<file path="config.mk">
export PLATFORM = sky130hd
export DESIGN_NAME = regfile_sequencer
export DESIGN_NICKNAME = d
export VERILOG_FILES = /design/src/rtl/regfile_sequencer.sv
export SDC_FILE = /design/constraint.sdc
export NUM_CORES = 1
export LEC_CHECK = 0
export CORE_MARGIN = 3
export CORE_UTILIZATION = 30
export DETAILED_ROUTE_END_ITERATION = 10
export DONT_BUFFER_PORTS = 1
export PLACE_DENSITY = 0.5
export SLEW_MARGIN = 20
export SYNTH_ARGS = -nofsm -noshare
export SYNTH_HDL_FRONTEND = slang
export SYNTH_SLANG_ARGS = --single-unit
export TNS_END_PERCENT = 20
</file>
<file path="constraint.sdc">
create_clock -name clk -period 3.28 [get_ports clk]
set_input_delay 0.492 -clock clk [delete_from_list [all_inputs] [get_ports clk]]
set_output_delay 0.492 -clock clk [all_outputs]
set_load 0.02 [all_outputs]
</file>
<file path="src/rtl/regfile_sequencer.sv">
// Micro-sequencer for the 4-bit A/B/O register file and ALU: takes one instruction at a
// time, drives register loads and a timed ALU writeback, then offers the O result.
module regfile_sequencer #(
    parameter int EXEC_LAT = 2
) (
    input  logic       clk,
    input  logic       reset,
    input  logic       instr_valid,
    output logic       instr_ready,
    input  logic [2:0] instr_op,
    input  logic [3:0] instr_imm,
    output logic [3:0] reg_a_d,
    output logic [3:0] reg_b_d,
    output logic       lda,
    output logic       ldb,
    output logic       ldo,
    output logic [1:0] alu_op,
    output logic       out_valid,
    input  logic       out_ready,
    output logic       err,
    output logic [7:0] ops_done,
    output logic [2:0] dbg_state
);
    // Both handshakes transfer on a rising edge where valid and ready are high together;
    // a source holds valid and payload until that edge, and ready never depends on valid.

    typedef enum logic [2:0] {IDLE, LOAD, EXEC, WB, OUT} state_t;

    localparam logic [2:0] OP_LDA = 3'd1;
    localparam logic [2:0] OP_LDB = 3'd2;
    localparam logic [2:0] OP_ILL = 3'd7;

    state_t     state;
    state_t     state_next;
    logic [3:0] cnt;
    logic       accept;
    logic       is_alu;
    logic       take;

    assign dbg_state = state;

    always_comb begin
        accept     = instr_valid && instr_ready;
        is_alu     = (instr_op >= 3'd3) && (instr_op <= 3'd6);
        take       = out_valid && out_ready;
        state_next = state;
        case (state)
            IDLE: begin
                if (accept && (instr_op == OP_LDA || instr_op == OP_LDB)) begin
                    state_next = LOAD;
                end else if (accept && is_alu) begin
                    state_next = EXEC;
                end
            end
            LOAD: state_next = IDLE;
            // The accept edge counts as the issue cycle, so the counter runs to EXEC_LAT
            // and ldo lands EXEC_LAT+1 edges after accept.
            EXEC: begin
                if (cnt == 4'(EXEC_LAT)) begin
                    state_next = WB;
                end
            end
            WB:  state_next = OUT;
            OUT: begin
                if (take) begin
                    state_next = IDLE;
                end
            end
            default: state_next = IDLE;
        endcase
    end

    always_ff @(posedge clk or negedge reset) begin
        if (!reset) begin
            state       <= IDLE;
            cnt         <= '0;
            instr_ready <= 1'b0;
            lda         <= 1'b0;
            ldb         <= 1'b0;
            ldo         <= 1'b0;
            out_valid   <= 1'b0;
            err         <= 1'b0;
            ops_done    <= '0;
            reg_a_d     <= '0;
            reg_b_d     <= '0;
            alu_op      <= '0;
        end else begin
            state       <= state_next;
            instr_ready <= (state_next == IDLE);
            lda         <= accept && (instr_op == OP_LDA);
            ldb         <= accept && (instr_op == OP_LDB);
            ldo         <= (state_next == WB);
            out_valid   <= (state_next == OUT);
            if (accept && instr_op == OP_LDA) begin
                reg_a_d <= instr_imm;
            end
            if (accept && instr_op == OP_LDB) begin
                reg_b_d <= instr_imm;
            end
            if (accept && is_alu) begin
                alu_op <= 2'(instr_op - 3'd3);
                cnt    <= '0;
            end else if (state == EXEC) begin
                cnt <= cnt + 4'd1;
            end
            if (accept && instr_op == OP_ILL) begin
                err <= 1'b1;
            end
            if (state == OUT && take) begin
                ops_done <= ops_done + 8'd1;
            end
        end
    end
endmodule

</file>
* After elaboration in Yosys (flattened, before gate mapping) *
Cells that the tools add are included.

word-level totals
  register bits after elaboration = 31
  bits of input ports = 11
  output and inout port bits = 27
  word-level logic and storage cells = 46

operators by class
  add/subtract/negate cells = 3
  order comparisons = 2
  equality and inequality tests = 9
  mux-type cells = 7
  reductions and logical operators = 13

operators by type and width
  kind                                                                number
  equality test 3 x 2 -> 1 bit (second input constant)                4
  two-way mux 3 bit                                                   4
  case mux 3 bit (4 select lines)                                     1
  equality test 3 bit (second input constant)                         3
  logical AND 1 bit                                                   9
  adder 8 x 1 -> 8 bit (second input constant)                        1
  two-way mux 4 bit                                                   2
  zero test 3 bit                                                     2
  adder 4 x 1 -> 4 bit (second input constant)                        1
  equality test 4 x 2 -> 1 bit (second input constant)                1
  equality test 3 x 1 -> 1 bit (second input constant)                1
  greater-or-equal comparator 3 x 2 -> 1 bit (second input constant)  1
  less-or-equal comparator 3 bit (second input constant)              1
  nonzero test 2 bit                                                  1
  subtractor 2 bit (second input constant)                            1
  logical OR 1 bit                                                    1

* Longest topological paths before layout *
Gate-level depths: netlist of run 1.

  word-level depth = 7
  mapped depth = 5
  mapped depth without buffers = 5

* Least setup slack after synthesis of run 1 *
No wires, ideal clock.

  path kind = register -> register
  from = register state[1], in the netlist dbg_state[1]
  to = register ops_done[1]
  setup time = 0.125 ns
  arrival time = 1.494 ns
  data required time = 3.155 ns
  path slack = 1.661 ns
  stages on the path, launching flop included = 5
  buffers on the path = 1
  clock period less this slack = 1.619 ns
  cells stage by stage = dfrtp_1 or3b_1 buf_6 nor2_1 mux2_2

on the way
  word-level cells in the longest chain between the ends = 2

RTL lines
  what                    RTL line  source
  start, declared         33        state_t state;
  start signal, assigned  88        state <= state_next;
  equality test 3 bit     109       if (state == OUT && take) begin
  logical AND 1 bit       109
  end signal, assigned    110       ops_done <= ops_done + 8'd1;
  end, declared           21        output logic [7:0] ops_done,

Every way passes these cells.
A chain may end at the register's enable or synchronous reset.

* Final worst setup path of run 1 *
Ends and elaborated chain as after synthesis.

==> reports/metrics.yaml, run 1 <==
clock_network:
  clock_sinks: 31
  clk_latency_ns: 0.27
  clockBufferDepth: 2
  cts-root-buf: "clkbuf_8"
  cts_tree: "yes"
  path_clk_slew_ns: 0.06
  cts_made_buffers: 5
  htree_levels: 2
placed_design:
  io_buffer_count: 0
  dp_hpwl_um: 1980
  gp_congestion: 0.842
logic_synthesis:
  synth_cell_types: 32
  synth_top_family_by_area: "simple AND/OR/NAND/NOR gates"
  yosys.area_share.simple: 0.136
  synth_compound_area_frac: 0.0685
  ys_seq_area_frac: 0.559
  syn-num-nets: 131
  synth-xor-area-share: 0.0505
  syn_avg_cell_area_um2: 12.2
  syn_inst: 114
  synth_edf_count: 0
  synth_fa_ha_area_frac: 0.0541
  synthesis.area_mm2: 0.00139
  yosysTopAreaCell: "dfrtp_1"
  synth.most_common_cell: "dfrtp_1"
  synthTopCellsByCount: "dfrtp_1, mux2_2, inv_1"
  netlist.area_leader.share: 0.559
  synth_area_leaders: "dfrtp_1, mux2_2, ha_1, xor2_1, inv_1"
  async_flop_share: 1.00
  ys.warnings.count: 0
  ys.flop_type: "dfrtp_1"
  synth_seq_cells: 31
  synthMuxAreaShare: 0.0956
sta:
  timing.final.crit_share: 0.532
  rsz0062_at_grt: "no"
  maxSlewViolCount: 0
  tightest_slew_ns: 0.477
  fmax_ghz: 0.573
  skew_ns: 0.00447
  tns_ns: 0
  period_needed_ns: 1.74
  hold_violations: 0
  relSlewSlack: 0.677
  setup_viol: 0
  whs_ns: 0.0389
setup_path:
  path_max_fanout: 10
  required_ns: 3.44
  cpPeakStageDelay_ns: 0.56
  cp-end-kind: "flop"
  crit_slowest_cell: "or3b_1"
  worstSetupPathType: "flop to flop"
  cp-start-kind: "flop"
  worst_ep_arrival_time_ns: 1.91
  cp_top_family: "simple AND/OR/NAND/NOR gates"
  worst-path-buf-inv: 0
  worstPathCellList: "or3b_1 > nor2_1 > mux2_2"
floorplan:
  die_area_mm2: 0.00548
  start_util: 0.314
  pin_count: 38
  row_count: 24
  chipHeight_um: 74.0
  fp.dieW_um: 74.0
  core_mm2: 0.00441
drt:
  drt_wl_total_um: 2700
  drc: 0
  via_per_inst: 5.18
  firstDrtPassIters: 4
  num_vias: 897
  initialDrtViolationCount: 60
  wire_per_inst_um: 15.6
  ant_nets: 0
global_route:
  gr-total-overflow: 0
  grt_max_degree: 32
  grt_pass1_vias: 924
  grt_first_pass_wirelength_um: 4380
  antenna_found_initial: 0
  grt_usage: 0.110
pwr:
  p_per_area_mw_per_mm2: 879
  p_leak_nw: 0.758
  vdd_drop_max_mv: 0.322
layout:
  antenna_cells: 0
  finish.utilization: 0.353
  syn_to_final_growth_pct: 12.2
  drive_gt1_frac: 0.157
  final_net_count: 137
run:
  cap_viol_max_count: 0
min_path:
  min_path_type: "input pin to async pin"
status:
  status: "finished clean"
area by class of cell:
class / instances / area [um2]
clock buffer: 8 / 100
fill: 447 / 2860
inverter: 9 / 33.8
multi-input combinational: 72 / 562
sequential: 31 / 776
tap: 52 / 65.1
timing repair buffer: 1 / 20.0
routing by layer:
layer,up-vias,part of all wire,GRT usage
li1,419,-,-
met1,424,0.44,0.143
met2,44,0.41,0.145
met3,10,0.13,0.0554
met4,0,0.025,0.0664
met5,-,0,0
cell families after synthesis:
kind of cell               after synthesis
AOI/OAI and AO/OA                       14
xor gates and xnor gates                 8
adders and majority gates                6
buffers and inverters                   11
DFF                                     31
muxes                                   12
and+or+nand+nor                         32
layout by cell type, fill, tap and decap left out, types with 2 or more instances in the layout:
master / count
mux2i_1: 2
nand4b_1: 2
nor3_1: 4
nor4_1: 2
nand3_1: 3
or3b_1: 2
nand2_1: 5
inv_1: 9
a21oi_1: 2
or3_1: 2
nand4_1: 2
o21ai_0: 5
mux2_2: 10
dfrtp_1: 31
clkbuf_8: 7
xor2_1: 7
nor2_1: 5
ha_1: 6
worst reg2reg max path, cell delays in order, from the launching register on:
cell	delay [ns]
dfrtp_1	0.49
or3b_1	0.56
nor2_1	0.23
mux2_2	0.35
repair_timing:
item	CTS	global route
setup buffers	0	0
resized for setup	0	0
endpoints found under the hold margin	31	0
hold buffers	1	0
registers in the layout, indices dropped and copies added (netlist names):
| name | count |
|---|---|
| reg_a_d | 4 |
| instr_ready | 1 |
| lda | 1 |
| reg_b_d | 4 |
| err | 1 |
| ops_done | 8 |
| out_valid | 1 |
| cnt | 4 |
| ldb | 1 |
| dbg_state | 3 |
| ldo | 1 |
| alu_op | 2 |
stage by stage:
step | worst slack [ns] | std cells | total power, mW | cell area (um2)
final | 1.54 | 173 | 1.37 | 1560
after global routing | 1.39 | 173 | 1.47 | 1560
after CTS | 1.52 | 173 | 1.38 | 1560
after detailed placement | 1.53 | 164 | 1.04 | 1440
after global placement | 1.58 | 164 | 1.03 | 1440
after floorplan | 1.66 | 114 | 0.969 | 1390
path summary, 6_finish.rpt:
check	startpoint	endpoint	slack, ns	cells past startpoint
min	reset	ldo$_DFF_PN0_	0.04	1
max	dbg_state[1]$_DFF_PN0_	ops_done[1]$_DFFE_PN0P_	1.54	3
max reg2reg	dbg_state[1]$_DFF_PN0_	ops_done[1]$_DFFE_PN0P_	1.54	3
min reg2reg	cnt[3]$_DFFE_PN0P_	ldo$_DFF_PN0_	0.47	1
max in group asynchronous	reset	reg_b_d[3]$_DFFE_PN0P_	3.07	1
min in group clk	instr_imm[0]	reg_a_d[0]$_DFFE_PN0P_	0.37	1
power by group:
group | switching, mW | internal [mW]
clock | 0.133 | 0.191
sequential | 0.248 | 0.509
combinational | 0.147 | 0.140
No activity file was read; power rests on OpenSTA's default activity.
==> run 2, diff against run 1 <==
PLACE_DENSITY = 0.51   (was 0.5)
clock period = 1.42 ns   (was 3.28 ns; I/O delays follow)
==> run 2 against run 1 <==
The run now ends with negative setup slack left. Sequential power grew 120%. Clock skew increased by 0.0024 ns. Global-route usage up 0.056 points.
==> reports/metrics.yaml, run 2 (synthesis gave the netlist of run 1 again) <==
status:
  status: "finished with violations"
  violations: "negative setup slack"
setup_path:
  worstSetupPathType: "flop to flop"
  cp_top_family: "simple AND/OR/NAND/NOR gates"
  crit_slowest_cell: "or3b_4"
  cp-end-kind: "flop"
  required_ns: 1.62
  worstPathCellList: "or3b_4 > nor4_2 > xor2_1"
  cp-start-kind: "flop"
  worst-path-buf-inv: 0
  path_max_fanout: 8
  cpPeakStageDelay_ns: 0.48
  worst_ep_arrival_time_ns: 1.66
drt:
  initialDrtViolationCount: 60
  num_vias: 964
  drc: 0
  drt_wl_total_um: 2880
  wire_per_inst_um: 14.9
  firstDrtPassIters: 4
  via_per_inst: 4.99
  ant_nets: 0
layout:
  syn_to_final_growth_pct: 26.6
  regMostFlops: "ops_done"
  final_common_cell: "dfrtp_1"
  antenna_cells: 0
  final_cell_mix: "dfrtp_1, buf_4, inv_1, mux2_2, xor2_1"
  drive_gt1_frac: 0.355
  n_fill_cell: 440
  final_net_count: 157
  instances_no_fill: 193
  largest_reg_flops: 8
  final_area_mm2: 0.00176
clock_network:
  path_clk_slew_ns: 0.07
  htree_levels: 2
  clockBufferDepth: 2
  clock_sinks: 31
  cts_made_buffers: 5
  cts-root-buf: "clkbuf_8"
  cts_tree: "yes"
  clk_latency_ns: 0.28
sta:
  tightest_slew_ns: 0.370
  rsz0062_at_grt: "yes"
  skew_ns: 0.00687
  relSlewSlack: 0.750
  hold_violations: 0
  whs_ns: 0.0805
  tns_ns: -0.0998
  timing.final.crit_share: 1.02
  maxSlewViolCount: 0
  layout_setup_ws_ns: -0.0354
  setup_viol: 5
  fmax_ghz: 0.687
  period_needed_ns: 1.46
floorplan:
  start_util: 0.314
  core_mm2: 0.00441
  die_area_mm2: 0.00548
  row_count: 24
  fp.dieW_um: 74.0
  chipHeight_um: 74.0
  pin_count: 38
global_route:
  grt_max_degree: 32
  grt_first_pass_wirelength_um: 4540
  grt_pass1_vias: 968
  gr-total-overflow: 0
  antenna_found_initial: 0
  grt_usage: 0.110
run:
  cap_viol_max_count: 0
placed_design:
  dp.cells: 182
  placed_area_mm2: 0.00158
  gp_congestion: 0.847
  place_ws_ns: -0.124
  io_buffer_count: 0
  dp_hpwl_um: 2000
pwr:
  p_leak_nw: 0.857
  p_per_area_mw_per_mm2: 1940
  vdd_drop_max_mv: 0.928
min_path:
  min_path_type: "input pin to flop"
-- run 2: area by class of cell --
type	count	area, um2	area share
clock buffer	7	76.3	0.0434
clock inverter	1	5.00	0.00285
inverter	9	33.8	0.0192
multi-input combinational	72	624	0.355
sequential	31	779	0.444
tap	52	65.1	0.0370
timing repair buffer	21	173	0.0983
-- run 2: worst paths after layout --
path,slack (ns),endpoint,cells past startpoint,from
hold reg to reg,0.55,ops_done[5]$_DFFE_PN0P_,1,ops_done[5]$_DFFE_PN0P_
setup / recovery,-0.04,ops_done[5]$_DFFE_PN0P_,3,dbg_state[0]$_DFF_PN0_
max in group asynchronous,0.86,dbg_state[0]$_DFF_PN0_,2,reset
setup reg to reg,-0.04,ops_done[5]$_DFFE_PN0P_,3,dbg_state[0]$_DFF_PN0_
hold / removal,0.08,reg_a_d[0]$_DFFE_PN0P_,1,instr_imm[0]
min in group asynchronous,0.38,ops_done[7]$_DFFE_PN0P_,2,reset
-- run 2: routing by layer --
metal | track usage | routed length [um]
met2 | 0.157 | 1300
met1 | 0.145 | 1250
met4 | 0.0423 | 27
met3 | 0.0527 | 307
met5 | 0 | 0
-- run 2: metrics by stage --
step | utilization | power (mW)
5_1_grt | 0.398 | 3.65
6_report | 0.398 | 3.41
2_1_floorplan | - | 2.29
3_5_place_dp | 0.359 | 2.61
4_1_cts | 0.389 | 3.35
3_3_place_gp | 0.359 | 2.58
-- run 2: timing repair --
item / 4_1_cts / 5_1_grt
endpoints found under the setup margin: 12 / 11
gates cloned: 0 / 0
resized for setup: 5 / 6
pin swaps: 3 / 5
hold buffers: 2 / 0
hold endpoints to repair: 31 / 0
setup buffers: 0 / 1
-- run 2: power by group --
part,internal (mW),switching [mW]
logic,0.573,0.553
registers,1.18,0.443
clock network,0.343,0.310
==> run 3, diff against run 2 <==
CORE_MARGIN = 4   (was 3)
==> run 3 against run 2 <==
The flow still finishes with violations (negative setup slack). Cell count down 0.52%. Sequential cell count unchanged. Worst setup slack worse by 0.0030 ns. Register-to-register slack is essentially flat. First-iteration DRC count is 48% lower. Total power up 2.6%. Count of clock-buffer cells in the layout up 1. Largest power group unchanged.
==> reports/metrics.yaml, run 3 (synthesis gave the netlist of run 1 again) <==
status:
  status: "finished with violations"
  violations: "negative setup slack"
global_route:
  gr-total-overflow: 0
  grt_usage: 0.108
  antenna_found_initial: 0
  grt_first_pass_wirelength_um: 5050
  grt_pass1_vias: 1044
  grt_max_degree: 32
setup_path:
  worst-path-buf-inv: 0
  worstPathCellList: "or3b_4 > nor4_2 > xor2_1"
  crit_slowest_cell: "or3b_4"
  cp-end-kind: "flop"
  worst_ep_arrival_time_ns: 1.66
  cpPeakStageDelay_ns: 0.48
  cp-start-kind: "flop"
  cp_top_family: "simple AND/OR/NAND/NOR gates"
  path_max_fanout: 8
  required_ns: 1.62
  worstSetupPathType: "flop to flop"
floorplan:
  start_util: 0.314
  pin_count: 38
  chipHeight_um: 76.0
  fp.dieW_um: 76.0
  core_mm2: 0.00441
  row_count: 24
  die_area_mm2: 0.00578
layout:
  regMostFlops: "ops_done"
  final_net_count: 156
  drive_gt1_frac: 0.343
  largest_reg_flops: 8
  antenna_cells: 0
  syn_to_final_growth_pct: 27.7
  instances_no_fill: 192
  final_cell_mix: "dfrtp_1, buf_4, inv_1, mux2_2, clkbuf_8"
  final_area_mm2: 0.00177
  final_common_cell: "dfrtp_1"
pwr:
  p_switching_mw: 1.30
  power_frac_comb: 0.319
  switching_share: 0.372
  power.total_mw: 3.50
  p_int_mw: 2.19
  p_per_area_mw_per_mm2: 1970
  p_leak_nw: 0.876
  vdd_drop_max_mv: 0.849
  p_seq_frac: 0.466
  clockPowerShare: 0.214
drt:
  firstDrtPassIters: 4
  drt_wl_total_um: 2890
  initialDrtViolationCount: 31
  via_per_inst: 5.04
  drc: 0
  ant_nets: 0
  num_vias: 968
  wire_per_inst_um: 15.1
sta:
  layout_setup_ws_ns: -0.0384
  tns_ns: -0.0603
  maxSlewViolCount: 0
  fmax_ghz: 0.686
  hold_violations: 0
  tightest_slew_ns: 0.344
  skew_ns: 0.00298
  setup_viol: 3
  period_needed_ns: 1.46
  relSlewSlack: 0.771
  rsz0062_at_grt: "yes"
  whs_ns: 0.0848
  timing.final.crit_share: 1.03
clock_network:
  cts_made_buffers: 5
  path_clk_slew_ns: 0.06
  clockBufferDepth: 2
  cts-root-buf: "clkbuf_8"
  clk_latency_ns: 0.27
  htree_levels: 2
  cts_tree: "yes"
  clock_sinks: 31
placed_design:
  gp_congestion: 0.817
  dp.cells: 182
  io_buffer_count: 0
  placed_area_mm2: 0.00158
  dp_hpwl_um: 2120
run:
  cap_viol_max_count: 0
min_path:
  min_path_type: "input pin to flop"
run 3: worst paths after layout:
path                                               from  slack (ns)                      end  depth (start not counted)
worst max register to register   dbg_state[0]$_DFF_PN0_       -0.04  ops_done[5]$_DFFE_PN0P_                          3
worst min register to register  ops_done[5]$_DFFE_PN0P_        0.54  ops_done[5]$_DFFE_PN0P_                          1
worst max-delay path             dbg_state[0]$_DFF_PN0_       -0.04  ops_done[5]$_DFFE_PN0P_                          3
max in group asynchronous                         reset        0.87   dbg_state[2]$_DFF_PN0_                          2
worst min-delay path                       instr_imm[1]        0.08   reg_b_d[1]$_DFFE_PN0P_                          1
min in group asynchronous                         reset        0.37            ldo$_DFF_PN0_                          2
run 3: cell type report:
| class | instances | area [um2] |
|---|---|---|
| Timing Repair Buffer | 20 | 165 |
| Clock buffer | 8 | 100 |
| Fill cell | 411 | 2640 |
| Multi-Input combinational cell | 72 | 628 |
| Sequential cell | 31 | 779 |
| Inverter | 9 | 33.8 |
| Tap cell | 52 | 65.1 |
run 3: worst register-to-register path: cells and delay by family (launching register included):
kind,cells,cell delay (ns)
xor gates and xnor gates,1,0.17
DFF,1,0.42
and+or+nand+nor,2,0.79
run 3: power groups by stage:
stage	logic (mW)	registers [mW]	clock network (mW)
floorplan	0.594	1.69	0
global route	1.23	1.68	0.839
detailed placement	1.00	1.64	0
finish	1.12	1.63	0.749
global placement	0.979	1.62	0
CTS	1.07	1.63	0.782
run 3: repair_timing:
action                                 4_1_cts  5_1_grt
setup buffers                                0        0
hold buffers                                 2        0
gates resized for setup                      5        5
endpoints found under the hold margin       31        0
pin swaps                                    4        2
setup endpoints to repair                   12       10
run 3: stage by stage:
stage / utilization / worst slack (ns)
finish: 0.401 / -0.0384
global placement: 0.359 / -0.0989
global route: 0.401 / -0.0740
detailed placement: 0.359 / -0.152
CTS: 0.393 / -0.0146
floorplan: - / -0.0941
run 3: layer usage:
| layer | global-route usage | vias up | routed length (um) | share of wire |
|---|---|---|---|---|
| li1 | - | 456 | - | - |
| met4 | 0.0427 | 0 | 33 | 0.011 |
| met5 | 0 | - | 0 | 0 |
| met1 | 0.137 | 467 | 1260 | 0.43 |
| met3 | 0.0591 | 5 | 320 | 0.11 |
| met2 | 0.153 | 40 | 1280 | 0.44 |
